==> config.mk <==
export PLATFORM = sky130hd
export DESIGN_NAME = midi_voice_allocator
export DESIGN_NICKNAME = d
export VERILOG_FILES = /design/src/rtl/midi_voice_allocator.sv
export SDC_FILE = /design/constraint.sdc
export NUM_CORES = 1
export LEC_CHECK = 0
export ABC_CLOCK_PERIOD_IN_PS = 4250
export CORE_ASPECT_RATIO = 0.8
export CORE_MARGIN = 8
export CORE_UTILIZATION = 47
export DETAILED_ROUTE_END_ITERATION = 10
export PLACE_DENSITY = 0.76
export SLEW_MARGIN = 20
export SYNTH_ARGS = -nofsm -noshare
export SYNTH_HDL_FRONTEND = slang
export SYNTH_SLANG_ARGS = --single-unit
==> constraint.sdc <==
create_clock -name clk -period 4.25 [get_ports clk]
set_input_delay 0.85 -clock clk [delete_from_list [all_inputs] [get_ports clk]]
set_output_delay 0.85 -clock clk [all_outputs]
set_load 0.02 [all_outputs]
==> src/rtl/midi_voice_allocator.sv <==
// MIDI byte-stream parser and 16-voice note allocator driving per-voice Q12.20 pitch.
// Pipeline: input byte register -> parser event register -> voice state registers.
module midi_voice_allocator #(
    parameter int unsigned MIDI_CHANNEL = 0,
    parameter bit          OMNI         = 1'b0
) (
    input  logic        clk,
    input  logic        reset,
    input  logic        rx_valid,
    input  logic [7:0]  rx_data,
    output logic [31:0] frequency [16],
    output logic [15:0] voice_active
);

    localparam int unsigned NUM_VOICES = 16;
    localparam int unsigned VIDX_W     = 4;
    localparam int unsigned NOTE_W     = 7;
    localparam int unsigned FREQ_W     = 32;

    localparam logic [NOTE_W-1:0] MAX_NOTE         = 7'd107;
    localparam logic [NOTE_W-1:0] CC_ALL_NOTES_OFF = 7'd123;

    // Status type is the upper nibble minus 8 (8x..Ex -> 0..6)
    localparam logic [2:0] T_NOTE_OFF   = 3'd0;
    localparam logic [2:0] T_NOTE_ON    = 3'd1;
    localparam logic [2:0] T_CC         = 3'd3;
    localparam logic [2:0] T_PROGRAM    = 3'd4;
    localparam logic [2:0] T_CHAN_PRESS = 3'd5;

    typedef enum logic [1:0] {IDLE, DATA1, DATA2} state_t;
    typedef enum logic [1:0] {EV_NONE, EV_ON, EV_OFF, EV_ALL_OFF} event_t;

    logic              rx_valid_q;
    logic [7:0]        rx_data_q;

    state_t            state_q, state_d;
    logic              rs_valid_q, rs_valid_d;
    logic [2:0]        rs_type_q, rs_type_d;
    logic [3:0]        rs_chan_q, rs_chan_d;
    logic [NOTE_W-1:0] data1_q, data1_d;
    event_t            ev_q, ev_d;
    logic [NOTE_W-1:0] ev_note_q, ev_note_d;
    logic              take_data1;
    logic              chan_ok;

    logic [NOTE_W-1:0] note_q [NUM_VOICES];
    logic [NOTE_W-1:0] note_d [NUM_VOICES];
    logic [FREQ_W-1:0] freq_d [NUM_VOICES];
    logic [15:0]       active_d;
    logic [VIDX_W-1:0] steal_q, steal_d;
    logic              hit, free_found, wr_en;
    logic [VIDX_W-1:0] hit_idx, free_idx, wr_idx;
    logic [FREQ_W-1:0] pitch;

    // Octave-8 pitches (notes 96..107) in Q12.20, rounded to nearest
    function automatic logic [FREQ_W-1:0] base_rom(input logic [3:0] semi);
        case (semi)
            4'd0:    return 32'h82D0_1286;
            4'd1:    return 32'h8A97_6074;
            4'd2:    return 32'h92D5_171D;
            4'd3:    return 32'h9B90_4101;
            4'd4:    return 32'hA4D0_53C9;
            4'd5:    return 32'hAE9D_36B0;
            4'd6:    return 32'hB8FF_493E;
            4'd7:    return 32'hC3FF_6A72;
            4'd8:    return 32'hCFA7_0055;
            4'd9:    return 32'hDC00_0000;
            4'd10:   return 32'hE914_F623;
            4'd11:   return 32'hF6F1_1004;
            default: return '0;
        endcase
    endfunction

    function automatic logic [FREQ_W-1:0] note_pitch(input logic [NOTE_W-1:0] n);
        logic [NOTE_W-1:0] octave;
        logic [3:0]        semi;
        logic [3:0]        shift;
        octave = n / 7'd12;
        semi   = 4'(n % 7'd12);
        shift  = 4'(7'd8 - octave);
        return base_rom(semi) >> shift;
    endfunction

    assign chan_ok = OMNI || (rs_chan_q == 4'(MIDI_CHANNEL));

    // Parser registers: input byte, FSM, running status, captured data, event
    always_ff @(posedge clk) begin
        if (reset) begin
            rx_valid_q <= 1'b0;
            rx_data_q  <= '0;
            state_q    <= IDLE;
            rs_valid_q <= 1'b0;
            rs_type_q  <= '0;
            rs_chan_q  <= '0;
            data1_q    <= '0;
            ev_q       <= EV_NONE;
            ev_note_q  <= '0;
        end else begin
            rx_valid_q <= rx_valid;
            rx_data_q  <= rx_data;
            state_q    <= state_d;
            rs_valid_q <= rs_valid_d;
            rs_type_q  <= rs_type_d;
            rs_chan_q  <= rs_chan_d;
            data1_q    <= data1_d;
            ev_q       <= ev_d;
            ev_note_q  <= ev_note_d;
        end
    end

    always_comb begin
        state_d    = state_q;
        rs_valid_d = rs_valid_q;
        rs_type_d  = rs_type_q;
        rs_chan_d  = rs_chan_q;
        data1_d    = data1_q;
        ev_d       = EV_NONE;
        ev_note_d  = ev_note_q;
        take_data1 = 1'b0;
        if (rx_valid_q) begin
            if (rx_data_q[7]) begin
                if (rx_data_q[7:4] != 4'hF) begin
                    rs_valid_d = 1'b1;
                    rs_type_d  = rx_data_q[6:4];
                    rs_chan_d  = rx_data_q[3:0];
                    state_d    = DATA1;
                end else if (!rx_data_q[3]) begin
                    // System common: drop running status; realtime (F8-FF) falls through untouched
                    rs_valid_d = 1'b0;
                    state_d    = IDLE;
                end
            end else begin
                case (state_q)
                    IDLE:  take_data1 = rs_valid_q;
                    DATA1: take_data1 = 1'b1;
                    DATA2: begin
                        state_d   = IDLE;
                        ev_note_d = data1_q;
                        if (chan_ok) begin
                            case (rs_type_q)
                                T_NOTE_OFF: ev_d = EV_OFF;
                                T_NOTE_ON:  ev_d = (rx_data_q[6:0] == '0) ? EV_OFF : EV_ON;
                                T_CC:       if (data1_q == CC_ALL_NOTES_OFF) ev_d = EV_ALL_OFF;
                                default:    ev_d = EV_NONE;
                            endcase
                        end
                    end
                    default: state_d = IDLE;
                endcase
                if (take_data1) begin
                    data1_d = rx_data_q[6:0];
                    state_d = (rs_type_q == T_PROGRAM || rs_type_q == T_CHAN_PRESS) ? IDLE : DATA2;
                end
            end
        end
    end

    // Allocator: find held/free voices, then apply at most one write
    always_comb begin
        active_d   = voice_active;
        note_d     = note_q;
        freq_d     = frequency;
        steal_d    = steal_q;
        hit        = 1'b0;
        hit_idx    = '0;
        free_found = 1'b0;
        free_idx   = '0;
        wr_en      = 1'b0;
        wr_idx     = '0;
        pitch      = note_pitch(ev_note_q);
        for (int j = int'(NUM_VOICES) - 1; j >= 0; j--) begin
            if (voice_active[j] && note_q[j] == ev_note_q) begin
                hit     = 1'b1;
                hit_idx = VIDX_W'(j);
            end
            if (!voice_active[j]) begin
                free_found = 1'b1;
                free_idx   = VIDX_W'(j);
            end
        end
        case (ev_q)
            EV_ON: begin
                if (ev_note_q <= MAX_NOTE) begin
                    wr_en = 1'b1;
                    if (hit) begin
                        wr_idx = hit_idx;
                    end else if (free_found) begin
                        wr_idx = free_idx;
                    end else begin
                        wr_idx  = steal_q;
                        steal_d = steal_q + VIDX_W'(1);
                    end
                end
            end
            EV_OFF: begin
                if (hit) begin
                    active_d[hit_idx] = 1'b0;
                    freq_d[hit_idx]   = '0;
                end
            end
            EV_ALL_OFF: begin
                active_d = '0;
                for (int j = 0; j < int'(NUM_VOICES); j++) freq_d[j] = '0;
            end
            default: ;
        endcase
        if (wr_en) begin
            active_d[wr_idx] = 1'b1;
            note_d[wr_idx]   = ev_note_q;
            freq_d[wr_idx]   = pitch;
        end
    end

    always_ff @(posedge clk) begin
        if (reset) begin
            voice_active <= '0;
            steal_q      <= '0;
            for (int j = 0; j < int'(NUM_VOICES); j++) begin
                frequency[j] <= '0;
                note_q[j]    <= '0;
            end
        end else begin
            voice_active <= active_d;
            steal_q      <= steal_d;
            frequency    <= freq_d;
            note_q       <= note_d;
        end
    end

endmodule

==> metrics.yaml, run 1 <==
outcome: "finished, final reports clean"
wire_per_inst_um: 29.1
final.min_clock_period_ns: 4.17
cts_tree: "yes"
grt_pass1_vias: 26600
drt_pass1_iterations: 8
finClkSkew_ns: 0.0279
insertion_delay_ns: 0.62
synth_area_leaders: "dfxtp_1 48%, a22o_1 13%, a21oi_1 3.6%, nand3_1 3.3%, xnor2_1 2.8%"
final_common_cell: "dfxtp_1"
grt-ovfl-total: 0
p_per_area_nw_per_um2: 332
ctsHoldBuffers: 0
place.gp.congestion: 0.953
die_w_um: 291
hold_end: "frequency[1]"
async_reset_ff_frac: 0
critPathTopFamily: "simple AND/OR/NAND/NOR gates"
ctsHtreeMaxLevel: 3
cp_common_cell: "buf_12"
switching_share: 0.222
cts_root_buf: "clkbuf_16"
timing.rr.end: "frequency[125]"
yosysTopAreaCell: "dfxtp_1"
min_from: "frequency[1]"
finalMaxSlewViolations: 0
critPathBufInv: 3
vias: 27400
core-area_um2: 59800
internal-power_uw: 9880
ir_worst_vdd_uv: 257
drtIter0Drc: 2962
clk_pin_slew_ns: 0.06
drc: 0
worstSetupEndpointType: "register"
hold_violations: 0
rows: 80
num_io_pins: 539
yosys_warnings: 0
path_class: "register to register"
r2r_cells: 11
hold_class: "register to register"
synth_top_flop_cell: "dfxtp_1"
seqPwrFrac: 0.502
die_h_um: 236
worstPathCellList: "buf_12, xor2_1, nor4_1, and4_4, nor4_4, buf_4, nand2b_1, or4b_1, buf_12, nor2_1, a22o_1"
grt_use_total: 0.340
max_freq_mhz: 240
hpwl_mm: 88.4
cap_violations: 0
fill_cells: 4667
synth_edf_count: 0
dp_slack_ns: 0.135
nNetsFinal: 3437
setup.worst_path.start_class: "register"
comb_power_share: 0.020
setup_violations: 0
p_leak_uw: 0.0138
setup_slack_ns: 0.0775
r2r_slack_ns: 0.08
worstReg2RegStart: "ev_note_q[5]"
syn_inst: 2869
synth_nets: 2888
cts_sinks: 679
start_util: 0.477
viasPerCell: 6.45
synth_top_area_frac: 0.477
ys_seq_area_frac: 0.477
syn_area_um2: 28500
postRouteWirelength_mm: 124
syn_to_final_growth_pct: 34.0
synth-seq-cells: 679
min_path_cells: 1
layout_common_cells: "672 x dfxtp_1, 537 x clkdlybuf4s50_1, 425 x a22o_1"
synth_area_per_cell_um2: 9.93
ant_nets: 0
synth.distinct_cells: 114
cpMaxStageDelayCell: "nor2_1"
cts-buffers-inserted: 68
cp.required_ns: 4.79
antenna_found_initial: 3
cp_max_fo: 24
drive_gt1_frac: 0.140
fin_util: 0.639
tightest_slew_ns: 1.12
grt_pass1_wl_mm: 181
slowest_delay_ns: 0.83
power_frac_clock: 0.478
period_share: 0.982
netSwitchingPower_uw: 2810
clockBufferDepth: 3
grt_max_degree: 79
portBuffers: 538
arrival_ns: 4.72
die_area_um2: 68800
max_slew_margin: 0.249
==> cells in the mapped netlist, types with 28 or more instances <==
cell,instances
a22o_1,425
nand3_1,187
nor2_1,127
nand2_1,84
nand4_1,35
o2bb2ai_1,65
xnor2_1,91
buf_1,28
dfxtp_1,679
a21oi_1,206
o21ai_0,149
o211ai_1,54
mux2i_1,32
buf_2,119
clkbuf_1,109
==> final cells by class <==
| class | count | area [µm²] | share of cell area |
|---|---|---|---|
| tap | 779 | 975 | 0.0255 |
| clock inverter | 27 | 258 | 0.00675 |
| inverter | 20 | 75.1 | 0.00197 |
| sequential | 679 | 13600 | 0.356 |
| multi-input combinational | 1872 | 13500 | 0.354 |
| timing repair buffer | 777 | 7820 | 0.205 |
| antenna | 1 | 2.50 | 0.0000655 |
| clock buffer | 95 | 1960 | 0.0514 |
==> cells by family after synthesis <==
| kind of cell | after synthesis | share of synthesized area |
|---|---|---|
| mux | 45 | 0.0181 |
| simple gates | 590 | 0.116 |
| compound gates | 1107 | 0.290 |
| fa+ha+maj | 8 | 0.00351 |
| flops | 679 | 0.477 |
| buf+inv | 319 | 0.0563 |
| xor+xnor | 121 | 0.0389 |
==> power by group through the flow <==
stage / Clock (µW) / Sequential [µW] / Combinational, µW
after detailed placement: 0 / 6520 / 235
after CTS: 6090 / 6380 / 236
final: 6070 / 6380 / 249
after global routing: 6340 / 6370 / 254
after global placement: 0 / 6520 / 225
after floorplan: 0 / 6520 / 128
==> state kept, by name (all words and copies together) (netlist names) <==
signal        cells
frequency       512
note_q          112
voice_active     16
rx_data_q         8
data1_q           7
ev_note_q         7
rs_chan_q         4
steal_q           4
rs_type_q         3
ev_q              2
state_q           2
rs_valid_q        1
rx_valid_q        1
==> worst register-to-register path, stage by stage (launching register included) <==
cell and delay [ns]:
dfxtp_2 0.59, buf_12 0.26, xor2_1 0.11, nor4_1 0.55, and4_4 0.38, nor4_4 0.06, buf_4 0.15, nand2b_1 0.14
or4b_1 0.53, buf_12 0.21, nor2_1 0.84, a22o_1 0.29
==> timing repair <==
item                                    4_1_cts  5_1_grt
endpoints found under the setup margin        0      114
buffers inserted                              0        2
gates resized for setup                       0        6
==> metrics by stage <==
step | hold slack [ns] | setup TNS, ns | area, µm² | std cells | power, µW
3_3_place_gp | 0.446 | 0 | 35800 | 4120 | 6740
6_report | 0.465 | 0 | 38200 | 4250 | 12700
3_5_place_dp | 0.448 | 0 | 35900 | 4123 | 6750
4_1_cts | 0.464 | 0 | 38100 | 4245 | 12700
5_1_grt | 0.480 | -0.00288 | 38200 | 4249 | 13000
2_1_floorplan | 0.440 | 0 | 28500 | 2869 | 6640
==> routing by layer <==
metal | vias to the layer above | GRT usage | share of wire
met5 | - | 0 | 0.00026
li1 | 11900 | - | -
met4 | 4 | 0.156 | 0.054
met3 | 340 | 0.0957 | 0.11
met2 | 1684 | 0.531 | 0.44
met1 | 13500 | 0.432 | 0.40
==> worst max path at each step <==
stage                 startpoint              to  slack (ns)  depth (start not counted)
global route        ev_note_q[5]  frequency[121]      -0.002                         11
CTS                 ev_note_q[5]  frequency[210]        0.11                         11
floorplan           ev_note_q[6]  frequency[117]        0.03                         19
global placement    ev_note_q[5]   frequency[11]        0.14                         11
finish              ev_note_q[5]  frequency[125]        0.08                         11
detailed placement  ev_note_q[5]  frequency[351]        0.13                         11
Note: power is estimated with default switching activity, not from simulation.
==> inputs of run 2 (changes only) <==
- PLACE_DENSITY: 0.76 -> unset
- PLACE_DENSITY_LB_ADDON: unset -> 0.15
==> run 2 against run 1 <==
Net effect: flip-flop and latch count did not move; sequential power barely moved; count of clock-buffer cells in the layout rose by 7; via count fell by 1.5%; die area did not move; critical endpoint is now frequency[72].
==> metrics.yaml, run 2 (synthesis gave the netlist of run 1 again) <==
portBuffers: 538  # unchanged
clockBufferDepth: 3  # unchanged
grt_pass1_wl_mm: 179  # -1.3%
die_w_um: 291  # unchanged
rows: 80  # unchanged
final_common_cell: "dfxtp_1"
nNetsFinal: 3429  # -0.23%
r2r_cells: 11  # unchanged
core-area_um2: 59800  # unchanged
layout_common_cells: "672 x dfxtp_1, 537 x clkdlybuf4s50_1, 425 x a22o_1"
wire_per_inst_um: 28.7  # -1.2%
cts-buffers-inserted: 68  # unchanged
period_share: 0.968  # -0.0142
drc: 0  # unchanged
drive_gt1_frac: 0.134  # -0.00588
drt_pass1_iterations: 5  # -3
start_util: 0.477  # unchanged
hold_violations: 0  # unchanged
finalSetupTns_ns: 0  # unchanged
cp.required_ns: 4.76  # -0.03 ns
arrival_ns: 4.62  # -0.10 ns
outcome: "finished, final reports clean"
setup.worst_path.start_class: "register"
insertion_delay_ns: 0.62  # about the same
cap_violations: 0  # unchanged
die_h_um: 236  # unchanged
place.gp.congestion: 0.969  # +1.6%
p_leak_uw: 0.0138  # -0.11%
multi_input_area_um2: 13500  # +0.12%
setup_violations: 0  # unchanged
grt-ovfl-total: 0  # unchanged
postRouteWirelength_mm: 122  # -1.5%
syn_to_final_growth_pct: 34.7
dpl.cell_count: 4113  # -0.24%
stdcell_count: 4237  # -0.31%
drtIter0Drc: 3101  # +4.7%
finalMaxSlewViolations: 0  # unchanged
worstSetupEndpointType: "register"
largest_registers: "frequency (512), note_q (112), voice_active (16)"
clk_pin_slew_ns: 0.06  # about the same
ir_worst_vdd_uv: 306  # +19%
regArea_um2: 13600  # about the same
num_io_pins: 539  # unchanged
cp_max_fo: 27  # +13%
ctsHoldBuffers: 0  # unchanged
path_class: "register to register"
antenna_found_initial: 1  # -2
finClkSkew_ns: 0.0263  # -0.00161 ns
p_per_area_nw_per_um2: 327  # -1.6%
grt_max_degree: 141  # +78%
min_path_cells: 1  # unchanged
max_freq_mhz: 243  # +1.5%
hpwl_mm: 87.4  # -1.1%
ant_nets: 0  # unchanged
vias: 27000  # -1.5%
cts_tree: "yes"
grt_pass1_vias: 25800  # -3.2%
final.min_clock_period_ns: 4.11  # -0.0604 ns
fill_cells: 4834  # +3.6%
tightest_slew_ns: 1.06  # -0.0651 ns
p_total_uw: 12500  # -1.1%
rsz0062_at_grt: "false"
die_area_um2: 68800  # unchanged
hold_class: "register to register"
largest_reg_flops: 512  # unchanged
cts_root_buf: "clkbuf_16"
max_slew_margin: 0.294  # +0.0446
cts_sinks: 679  # unchanged
antenna_cells: 0  # -1
fin_util: 0.642  # +0.00320
ctsHtreeMaxLevel: 3  # unchanged
grt_use_total: 0.335  # -0.00415
top_register: "frequency"
viasPerCell: 6.37  # -1.2%
-- run 2: cell count changes in the layout (fill, tap and decap cells not counted), sizes merged --
cell      previous run  this run
clkinvlp             1         3
clkinv              21        14
diode                1         0
clkbuf              95       103
buf                240       232
bufinv               3         2
a21oi              217       216
inv                 22        17
-- run 2: layer usage --
layer	track usage	part of all wire
met1	0.447	0.42
met2	0.532	0.45
met3	0.0816	0.096
met4	0.108	0.035
met5	0	0.00011
-- run 2: critical path, cell delays in order, from the launching register on --
cell and delay (ns):
dfxtp_2 0.66, buf_12 0.28, xor2_1 0.18, nor4_1 0.09, and4_1 0.21, nor4_1 0.53, nand2_1 0.31, or4b_1 0.82
nor2_8 0.24, a21oi_4 0.19, buf_16 0.22, a22o_1 0.24
-- run 2: where the power goes --
part	internal, µW	total, µW	switching (µW)
clock network	3360	5930	2570
registers	6370	6370	7.37
logic	62.2	240	178
-- run 2: timing repair --
action	4_1_cts	5_1_grt
setup buffers	0	3
setup endpoints to repair	0	241
gates resized for setup	0	8
-- run 2: worst paths after layout --
| check | start | endpoint | slack, ns |
|---|---|---|---|
| max | ev_note_q[3] | frequency[72] | 0.14 |
| min reg2reg | frequency[332] | frequency[332] | 0.47 |
| max reg2reg | ev_note_q[3] | frequency[72] | 0.14 |
| min | frequency[332] | frequency[332] | 0.47 |
-- run 2: stage by stage --
stage / area, µm² / setup slack, ns / hold slack (ns)
floorplan: 28500 / 0.0257 / 0.440
finish: 38400 / 0.138 / 0.466
global route: 38400 / 0.00913 / 0.486
detailed placement: 36100 / 0.120 / 0.446
global placement: 36100 / 0.164 / 0.446
CTS: 38200 / 0.0763 / 0.471
-- run 2: final cells by class --
type | count | area share
Clock buffer | 102 | 0.0516
Clock inverter | 16 | 0.00466
Inverter | 20 | 0.00196
Multi-Input combinational cell | 1871 | 0.352
Sequential cell | 679 | 0.354
Tap cell | 779 | 0.0254
Timing Repair Buffer | 770 | 0.210
